[config.mk]
export PLATFORM = sky130hd
export DESIGN_NAME = clk_div_gen_flat
export DESIGN_NICKNAME = d
export VERILOG_FILES = /design/src/rtl/clk_div_if.sv /design/src/rtl/clk_div_gen.sv /design/src/flat_wrapper.sv
export SDC_FILE = /design/constraint.sdc
export NUM_CORES = 1
export LEC_CHECK = 0
export ABC_AREA = 1
export BUFFER_PORTS_ARGS = -buffer_cell sky130_fd_sc_hd__buf_4
export CORE_MARGIN = 1
export CORE_UTILIZATION = 50
export DETAILED_ROUTE_END_ITERATION = 7
export PLACE_DENSITY = 0.7
export SKIP_CTS_REPAIR_TIMING = 1
export SYNTH_ARGS = -nofsm -noshare
export SYNTH_HDL_FRONTEND = slang
export SYNTH_SLANG_ARGS = --single-unit
[constraint.sdc]
create_clock -name clk -period 7.2 [get_ports clk]
set_clock_uncertainty 0.1 [all_clocks]
set_input_delay 1.44 -clock clk [delete_from_list [all_inputs] [get_ports clk]]
set_output_delay 1.44 -clock clk [all_outputs]
set_load 0.05 [all_outputs]
[src/rtl/clk_div_if.sv]
// clk_div_if: control/status bundle for the programmable clock divider.
// Ports (master drives / slave drives):
//   enable, div_val[CNT_W], div_load          : master -> slave
//   div_ack, div_err, clk_out, rise_pulse,
//   fall_pulse, period_cnt[PCNT_W], busy       : slave -> master
interface clk_div_if #(
    parameter int CNT_W  = 8,
    parameter int PCNT_W = 16
);
    logic              enable;
    logic [CNT_W-1:0]  div_val;
    logic              div_load;
    logic              div_ack;
    logic              div_err;
    logic              clk_out;
    logic              rise_pulse;
    logic              fall_pulse;
    logic [PCNT_W-1:0] period_cnt;
    logic              busy;
    modport master (
        output enable, div_val, div_load,
        input  div_ack, div_err, clk_out, rise_pulse, fall_pulse, period_cnt, busy
    );
    modport slave (
        input  enable, div_val, div_load,
        output div_ack, div_err, clk_out, rise_pulse, fall_pulse, period_cnt, busy
    );
endinterface

[src/rtl/clk_div_gen.sv]
// clk_div_gen: glitch-free programmable clock divider with edge strobes and run-time ratio reload.
// Ports:
//   clk  : system clock, all logic on rising edge
//   rst  : synchronous active-high reset
//   bus  : clk_div_if.slave (enable, div_val, div_load in; div_ack, div_err,
//          clk_out, rise_pulse, fall_pulse, period_cnt, busy out)
module clk_div_gen #(
    parameter int CNT_W       = 8,
    parameter int DEFAULT_DIV = 2,
    parameter int PCNT_W      = 16
) (
    input logic      clk,
    input logic      rst,
    clk_div_if.slave bus
);
    typedef enum logic [1:0] {IDLE, HIGH, LOW} state_t;
    state_t           state;
    logic [CNT_W-1:0] n_act;
    logic [CNT_W-1:0] pend_val;
    logic             pend_vld;
    logic [CNT_W-1:0] cnt;
    logic [CNT_W-1:0] h;
    logic [CNT_W-1:0] l;
    logic             bnd;
    assign h = n_act >> 1;
    assign l = n_act - h;
    // A new ratio may only be applied when no period is in flight.
    assign bnd = (state == IDLE) || (state == LOW && cnt == l);
    always_ff @(posedge clk) begin
        if (rst) begin
            state          <= IDLE;
            n_act          <= CNT_W'(DEFAULT_DIV);
            pend_val       <= '0;
            pend_vld       <= 1'b0;
            cnt            <= '0;
            bus.clk_out    <= 1'b0;
            bus.rise_pulse <= 1'b0;
            bus.fall_pulse <= 1'b0;
            bus.div_ack    <= 1'b0;
            bus.div_err    <= 1'b0;
            bus.busy       <= 1'b0;
            bus.period_cnt <= '0;
        end else begin
            bus.rise_pulse <= 1'b0;
            bus.fall_pulse <= 1'b0;
            bus.div_ack    <= 1'b0;
            bus.div_err    <= 1'b0;
            if (bnd && pend_vld) begin
                n_act       <= pend_val;
                bus.div_ack <= 1'b1;
                pend_vld    <= 1'b0;
            end
            // Placed after the apply so a load coinciding with a boundary stays pending.
            if (bus.div_load) begin
                if (bus.div_val >= CNT_W'(2)) begin
                    pend_val <= bus.div_val;
                    pend_vld <= 1'b1;
                end else begin
                    bus.div_err <= 1'b1;
                end
            end
            case (state)
                IDLE: begin
                    if (bus.enable) begin
                        state          <= HIGH;
                        bus.clk_out    <= 1'b1;
                        bus.rise_pulse <= 1'b1;
                        bus.busy       <= 1'b1;
                        cnt            <= CNT_W'(1);
                    end
                end
                HIGH: begin
                    if (cnt == h) begin
                        state          <= LOW;
                        bus.clk_out    <= 1'b0;
                        bus.fall_pulse <= 1'b1;
                        cnt            <= CNT_W'(1);
                    end else begin
                        cnt <= cnt + CNT_W'(1);
                    end
                end
                LOW: begin
                    if (cnt != l) begin
                        cnt <= cnt + CNT_W'(1);
                    end else begin
                        bus.period_cnt <= bus.period_cnt + PCNT_W'(1);
                        if (bus.enable) begin
                            state          <= HIGH;
                            bus.clk_out    <= 1'b1;
                            bus.rise_pulse <= 1'b1;
                            cnt            <= CNT_W'(1);
                        end else begin
                            state    <= IDLE;
                            bus.busy <= 1'b0;
                        end
                    end
                end
                default: state <= IDLE;
            endcase
        end
    end
endmodule

[src/flat_wrapper.sv]
// flat-port wrapper written by rule: the top's interface ports become plain ports
module clk_div_gen_flat 
#(
    parameter int CNT_W       = 8,
    parameter int DEFAULT_DIV = 2,
    parameter int PCNT_W      = 16
)
  (clk, rst, bus_enable, bus_div_val, bus_div_load, bus_div_ack, bus_div_err, bus_clk_out, bus_rise_pulse, bus_fall_pulse, bus_period_cnt, bus_busy);
  clk_div_if #(.CNT_W(CNT_W), .PCNT_W(PCNT_W)) bus_i ();
  input logic clk;
  input logic rst;
  input wire logic [$bits(bus_i.enable)-1:0] bus_enable;
  input wire logic [$bits(bus_i.div_val)-1:0] bus_div_val;
  input wire logic [$bits(bus_i.div_load)-1:0] bus_div_load;
  output wire logic [$bits(bus_i.div_ack)-1:0] bus_div_ack;
  output wire logic [$bits(bus_i.div_err)-1:0] bus_div_err;
  output wire logic [$bits(bus_i.clk_out)-1:0] bus_clk_out;
  output wire logic [$bits(bus_i.rise_pulse)-1:0] bus_rise_pulse;
  output wire logic [$bits(bus_i.fall_pulse)-1:0] bus_fall_pulse;
  output wire logic [$bits(bus_i.period_cnt)-1:0] bus_period_cnt;
  output wire logic [$bits(bus_i.busy)-1:0] bus_busy;
  assign bus_i.enable = bus_enable;
  assign bus_i.div_val = bus_div_val;
  assign bus_i.div_load = bus_div_load;
  assign bus_div_ack = bus_i.div_ack;
  assign bus_div_err = bus_i.div_err;
  assign bus_clk_out = bus_i.clk_out;
  assign bus_rise_pulse = bus_i.rise_pulse;
  assign bus_fall_pulse = bus_i.fall_pulse;
  assign bus_period_cnt = bus_i.period_cnt;
  assign bus_busy = bus_i.busy;
  clk_div_gen #(.CNT_W(CNT_W), .DEFAULT_DIV(DEFAULT_DIV), .PCNT_W(PCNT_W)) u_core (.clk(clk), .rst(rst), .bus(bus_i));
endmodule
Word-level counts from Yosys, hierarchy flattened
Cells that the tools add are included.
{ "totals": {"register_bits": 49, "latchBits": 0, "ram_bits": 0, "romBits": 0, "inputBits": 12, "output_inout_bits": 22, "wordCells": 67, "n_memories": 0} }
{ "op_classes": {"add_sub_neg": 3, "n_mul": 0, "div": 0, "magnitude_cmp": 1, "n_eq_ne": 9, "n_shift": 0, "muxes": 26, "n_bitwise": 3, "n_reduce_logical": 13} }
{ "ops": {"columns": ["op", "count"], "rows": [
  ["8-bit 2-to-1 mux", 3],
  ["8-bit case mux with 3 select lines", 1],
  ["16-bit by 1-bit adder with 16-bit output (second input constant)", 1],
  ["1-bit 2-to-1 mux", 15],
  ["8-bit by 1-bit adder with 8-bit output (second input constant)", 1],
  ["8-bit by 7-bit == test with 1-bit output", 1],
  ["8-bit == test", 1],
  ["8-bit by 2-bit >= comparator with 1-bit output (second input constant)", 1],
  ["8-bit != test", 1],
  ["8-bit by 7-bit subtractor with 8-bit output", 1],
  ["2-bit 2-to-1 mux", 3],
  ["2-bit != test (second input constant)", 3],
  ["2-bit case mux with 3 select lines", 1],
  ["3-bit AND reduction", 2],
  ["1-bit case mux with 2 select lines", 2],
  ["2-bit AND reduction", 2],
  ["4-bit AND reduction", 1],
  ["2-bit OR reduction", 2],
  ["1-bit inverter", 3],
  ["1-bit case mux with 3 select lines", 1],
  ["3-bit nonzero test", 1],
  ["2-bit by 1-bit == test with 1-bit output (second input constant)", 1],
  ["2-bit == test (second input constant)", 1],
  ["1-bit logical AND", 2],
  ["other kinds (4)", 4]
]} }

Logic depth before layout (Yosys ltp)
{ "logic_depth": {"depth_word": 8, "depth_mapped": 17, "depth_no_buf": 17} }

Worst setup path before layout
No wires, ideal clock.
{ "synth_timing": {"kind": "input -> register", "start": "input bus_div_val[7]", "end": "register u_core.pend_val[0]", "setup_time_ps": 116, "t_arrival_ps": 2267, "t_required_ps": 6984, "slack_ps": 4717, "stages": 7, "n_path_buf": 0, "cell_sequence": "nor2_1 > nand2_1 > nor4_1 > nor2_1 > clkinv_1 > nor2_1 > nor2_1"} }
{ "synth_between": {"elab_chain_len": 2} }
{ "synth_rtl": {"columns": ["element", "line", "rtl"], "rows": [
  ["start, declared", "flat_wrapper.sv:13", "input wire logic [$bits(bus_i.div_val)-1:0] bus_div_val;"],
  ["8-bit by 2-bit >= comparator with 1-bit output", "clk_div_gen.sv:55", "if (bus.div_val >= CNT_W'(2)) begin"],
  ["2-bit AND reduction (no line)", null, null],
  ["end signal, assigned", "clk_div_gen.sv:56", "pend_val <= bus.div_val;"],
  ["end, declared", "clk_div_gen.sv:19", "logic [CNT_W-1:0] pend_val;"]
]} }
Every way passes these cells.
A chain may end at the register's enable or synchronous reset.

Worst setup path after layout
{ "layout_timing": {"start": "register u_core.n_act[1]", "end": "register u_core.bus.period_cnt[5]"} }
{ "layout_between": {"elab_chain_len": 4} }
{ "layout_rtl": {"columns": ["element", "line", "rtl"], "rows": [
  ["start, declared", "clk_div_gen.sv:18", "logic [CNT_W-1:0] n_act;"],
  ["start signal, assigned", "clk_div_gen.sv:32", "n_act <= CNT_W'(DEFAULT_DIV);"],
  ["start signal, assigned", "clk_div_gen.sv:49", "n_act <= pend_val;"],
  ["8-bit by 7-bit subtractor with 8-bit output", "clk_div_gen.sv:26", "assign l = n_act - h;"],
  ["8-bit != test", "clk_div_gen.sv:83", "if (cnt != l) begin"],
  ["1-bit inverter (no line)", null, null],
  ["2-bit AND reduction (no line)", null, null],
  ["end signal, assigned", "clk_div_gen.sv:86", "bus.period_cnt <= bus.period_cnt + PCNT_W'(1);"],
  ["end, declared", "clk_div_if.sv:26", "output div_ack, div_err, clk_out, rise_pulse, fall_pulse, period_cnt, busy"]
]} }
Every way passes these cells.

==> impl_metrics.tcl <==
set metrics [dict create \
    dpl.hpwl_mm 5.32 \
    dieArea_um2 6440 \
    p_leak_nw 1.57 \
    first_pass_iteration_count_of_the_detailed_router 4 \
    share_of_final_layout_standard_cells_stronger_than_drive_strength_1 0.130 \
    synth_top_family_by_area "simple AND/OR/NAND/NOR gates" \
    cts_root_buffer "sky130_fd_sc_hd__clkbuf_8" \
    viasPerCell 5.22 \
    grt_max_degree 27 \
    timing.fmax_mhz 330 \
    slew_headroom 0.536 \
    p_sw_frac 0.376 \
    yosys.area.top_type "sky130_fd_sc_hd__dfxtp_1" \
    fraction_of_synthesized_cell_area_taken_by_the_top_area_cell_type 0.320 \
    detailroute.via_count 2968 \
    max_slew.worst_pin.slew_ns 0.695 \
    data_arrival_time_at_the_worst_slack_endpoint_ns 3.12 \
    min_path_type "reg2reg" \
    critPathLaunchType "register" \
    port-buffer-count 33 \
    num-fill-cells 585 \
    ir_worst_vdd_mv 0.108 \
    worst_setup_hold_path_clk_slew_ns 0.09 \
    placementRows 28 \
    antenna_found_initial 0 \
    status "completed" \
    synthesized_netlist_cell_count 463 \
    synth_cell_type_count 34 \
    hold_viol_final 0 \
    cts_made_buffers 5 \
    p_comb_frac 0.348 \
    ys_ff_latch 49 \
    setup.worst_path.class "reg2reg" \
    synth_compound_gate_area_share 0.107 \
    insertedDiodeCount 0 \
    die_width_um 80.3 \
    all_layer_gr_usage 0.237 \
    coreArea_um2 5920 \
    p_per_area_nw_per_um2 227 \
    detail_route.iter0.violations 210 \
    fraction_of_the_mapped_netlist_area_in_adder_cells 0.0596 \
    final_common_cell "sky130_fd_sc_hd__nand2_1" \
    drt_wl_total_mm 7.14 \
    via_count_of_the_first_global_routing_pass 2627 \
    synth_area_leaders "sky130_fd_sc_hd__dfxtp_1 (32%), sky130_fd_sc_hd__nand2_1 (12%), sky130_fd_sc_hd__inv_1 (6.7%), sky130_fd_sc_hd__nand3_1 (6.7%), sky130_fd_sc_hd__nor2_1 (6.6%)" \
    final-setup-viol-count 0 \
    slew_viol_final 0 \
    cts.htree.levels 2 \
    critPathCaptureType "register" \
    initial_utilization 0.517 \
    number_of_primary_i_o_pins 34 \
    synth.yosys.seq_area_share 0.320 \
    cts_tree "done" \
    yosys.area_share.xor_xnor 0.0600 \
    layout.cells.most_common_list "sky130_fd_sc_hd__nand2_1 (99), sky130_fd_sc_hd__inv_1 (55), sky130_fd_sc_hd__nor2_1 (54)" \
    synthMuxAreaShare 0 \
    synth_area_per_cell_um2 6.62 \
    netSwitchingPower_mw 0.298 \
    crit_path_max_fanout 11 \
    finalSetupTns_ns 0 \
    syn-cell-area_um2 3060 \
    cp.required_ns 7.29 \
    syn2layout_area_growth_pct 13.8 \
    timing.final.crit_period_ns 3.03 \
    die_h_um 80.3 \
    num-nets-final 519 \
    postLayoutCoreUtil 0.589 \
    share_clk_of_total_power 0.266 \
    synth_simple_gate_area_frac 0.359 \
    min_period_over_period 0.421 \
    grt_setup_unrepaired "false" \
    drcViolationCount 0 \
    clk-insertion-delay-late_ns 0.31 \
    power.share.sequential 0.386 \
    wire_length_of_the_first_global_routing_pass_mm 12.0 \
    drt.antenna.violating_nets 0 \
    yosys_warn_count 0 \
    synth_nets 489 \
    cts-root-to-sink-buffers 2 \
    grt_overflow 0 \
    wire_per_inst_um 12.6 \
    cell_internal_pwr_mw 0.494 \
    max_cap_viol_count 0 \
    clock_sink_count 49 \
    globalplace.congestion 0.880 \
]
-- cells in the mapped netlist (all sizes together) --
library cell and number:
nand2 106, inv 62, nor2 57, dfxtp 49
nand3 43, a21oi 39, o21ai 25, xor2 17
nor3 14, ha 13, nand4 9, clkbuf 7
nor4 5, xnor2 4, buf 3, clkinv 3
nand3b 2, a211oi 1, and3 1, fa 1
nor3b 1, or2 1
-- sequential cells by signal (all words and copies together), names as in the netlist --
register / count
u_core.n_act: 8
u_core.state: 2
u_core.pend_vld: 1
u_core.pend_val: 8
u_core.bus.div_err: 1
u_core.cnt: 8
u_core.bus.clk_out: 1
u_core.bus.period_cnt: 16
u_core.bus.rise_pulse: 1
u_core.bus.div_ack: 1
u_core.bus.busy: 1
u_core.bus.fall_pulse: 1
-- routing by layer --
layer | vias to the layer above | global-route usage | wire (um)
li1 | 1553 | - | -
met2 | 64 | 0.379 | 3190
met1 | 1343 | 0.325 | 3550
met3 | 8 | 0.0341 | 340
met4 | 0 | 0.0732 | 63
met5 | - | 0 | 0
-- critical path, stage by stage, from the launching register on --
cell,delay [ns]
sky130_fd_sc_hd__dfxtp_1,0.37
sky130_fd_sc_hd__ha_1,0.23
sky130_fd_sc_hd__fa_1,0.51
sky130_fd_sc_hd__xor2_1,0.15
sky130_fd_sc_hd__nand2_1,0.08
sky130_fd_sc_hd__nor2_2,0.19
sky130_fd_sc_hd__nand2_1,0.09
sky130_fd_sc_hd__nor3_2,0.57
sky130_fd_sc_hd__nand2_1,0.40
sky130_fd_sc_hd__nand2_1,0.16
sky130_fd_sc_hd__a21oi_1,0.07
-- power groups by stage --
| stage | Clock (mW) | Combinational (mW) | Sequential (mW) |
|---|---|---|---|
| after floorplan | 0 | 0.206 | 0.320 |
| final | 0.211 | 0.276 | 0.306 |
| after global routing | 0.224 | 0.313 | 0.309 |
| after global placement | 0 | 0.268 | 0.312 |
| after detailed placement | 0 | 0.273 | 0.312 |
| after CTS | 0.215 | 0.275 | 0.306 |
-- metrics by stage --
| step | instances | power, mW | setup slack, ns | cell area (um^2) | hold WS, ns |
|---|---|---|---|---|---|
| after floorplan | 463 | 0.526 | 4.72 | 3060 | 0.324 |
| after global routing | 569 | 0.846 | 3.88 | 3480 | 0.394 |
| after detailed placement | 561 | 0.586 | 4.17 | 3360 | 0.345 |
| final | 569 | 0.793 | 4.17 | 3480 | 0.370 |
| after CTS | 569 | 0.796 | 4.15 | 3480 | 0.371 |
| after global placement | 561 | 0.580 | 4.22 | 3360 | 0.343 |
-- cell families (layout without fill, tap and decap cells) --
family,after synthesis,after routing
xor gates and xnor gates,21,21
and+or+nand+nor,239,239
adders and majority gates,14,14
buffers and inverters,75,106
DFF,49,49
AOI/OAI and AO/OA,65,65
-- final cells by class --
type,instances,area (um^2),share of cell area
clock inverter,2,37.5,0.0108
multi-input combinational,339,1790,0.515
clock buffer,6,82.6,0.0237
timing repair buffer,33,248,0.0711
tap,75,93.8,0.0269
sequential,49,981,0.282
inverter,65,249,0.0715
-- path summary, 6_finish.rpt --
check | start | end | slack, ns | cells past startpoint
setup reg to reg | u_core.n_act[1]$_SDFFE_PP1P_ | u_core.bus.period_cnt[5]$_SDFFE_PP0P_ | 4.17 | 10
hold reg to reg | u_core.pend_val[2]$_SDFFE_PP0P_ | u_core.pend_val[2]$_SDFFE_PP0P_ | 0.37 | 2
setup / recovery | u_core.n_act[1]$_SDFFE_PP1P_ | u_core.bus.period_cnt[5]$_SDFFE_PP0P_ | 4.17 | 10
hold / removal | u_core.pend_val[2]$_SDFFE_PP0P_ | u_core.pend_val[2]$_SDFFE_PP0P_ | 0.37 | 2
No activity file was read; power rests on OpenSTA's default activity.
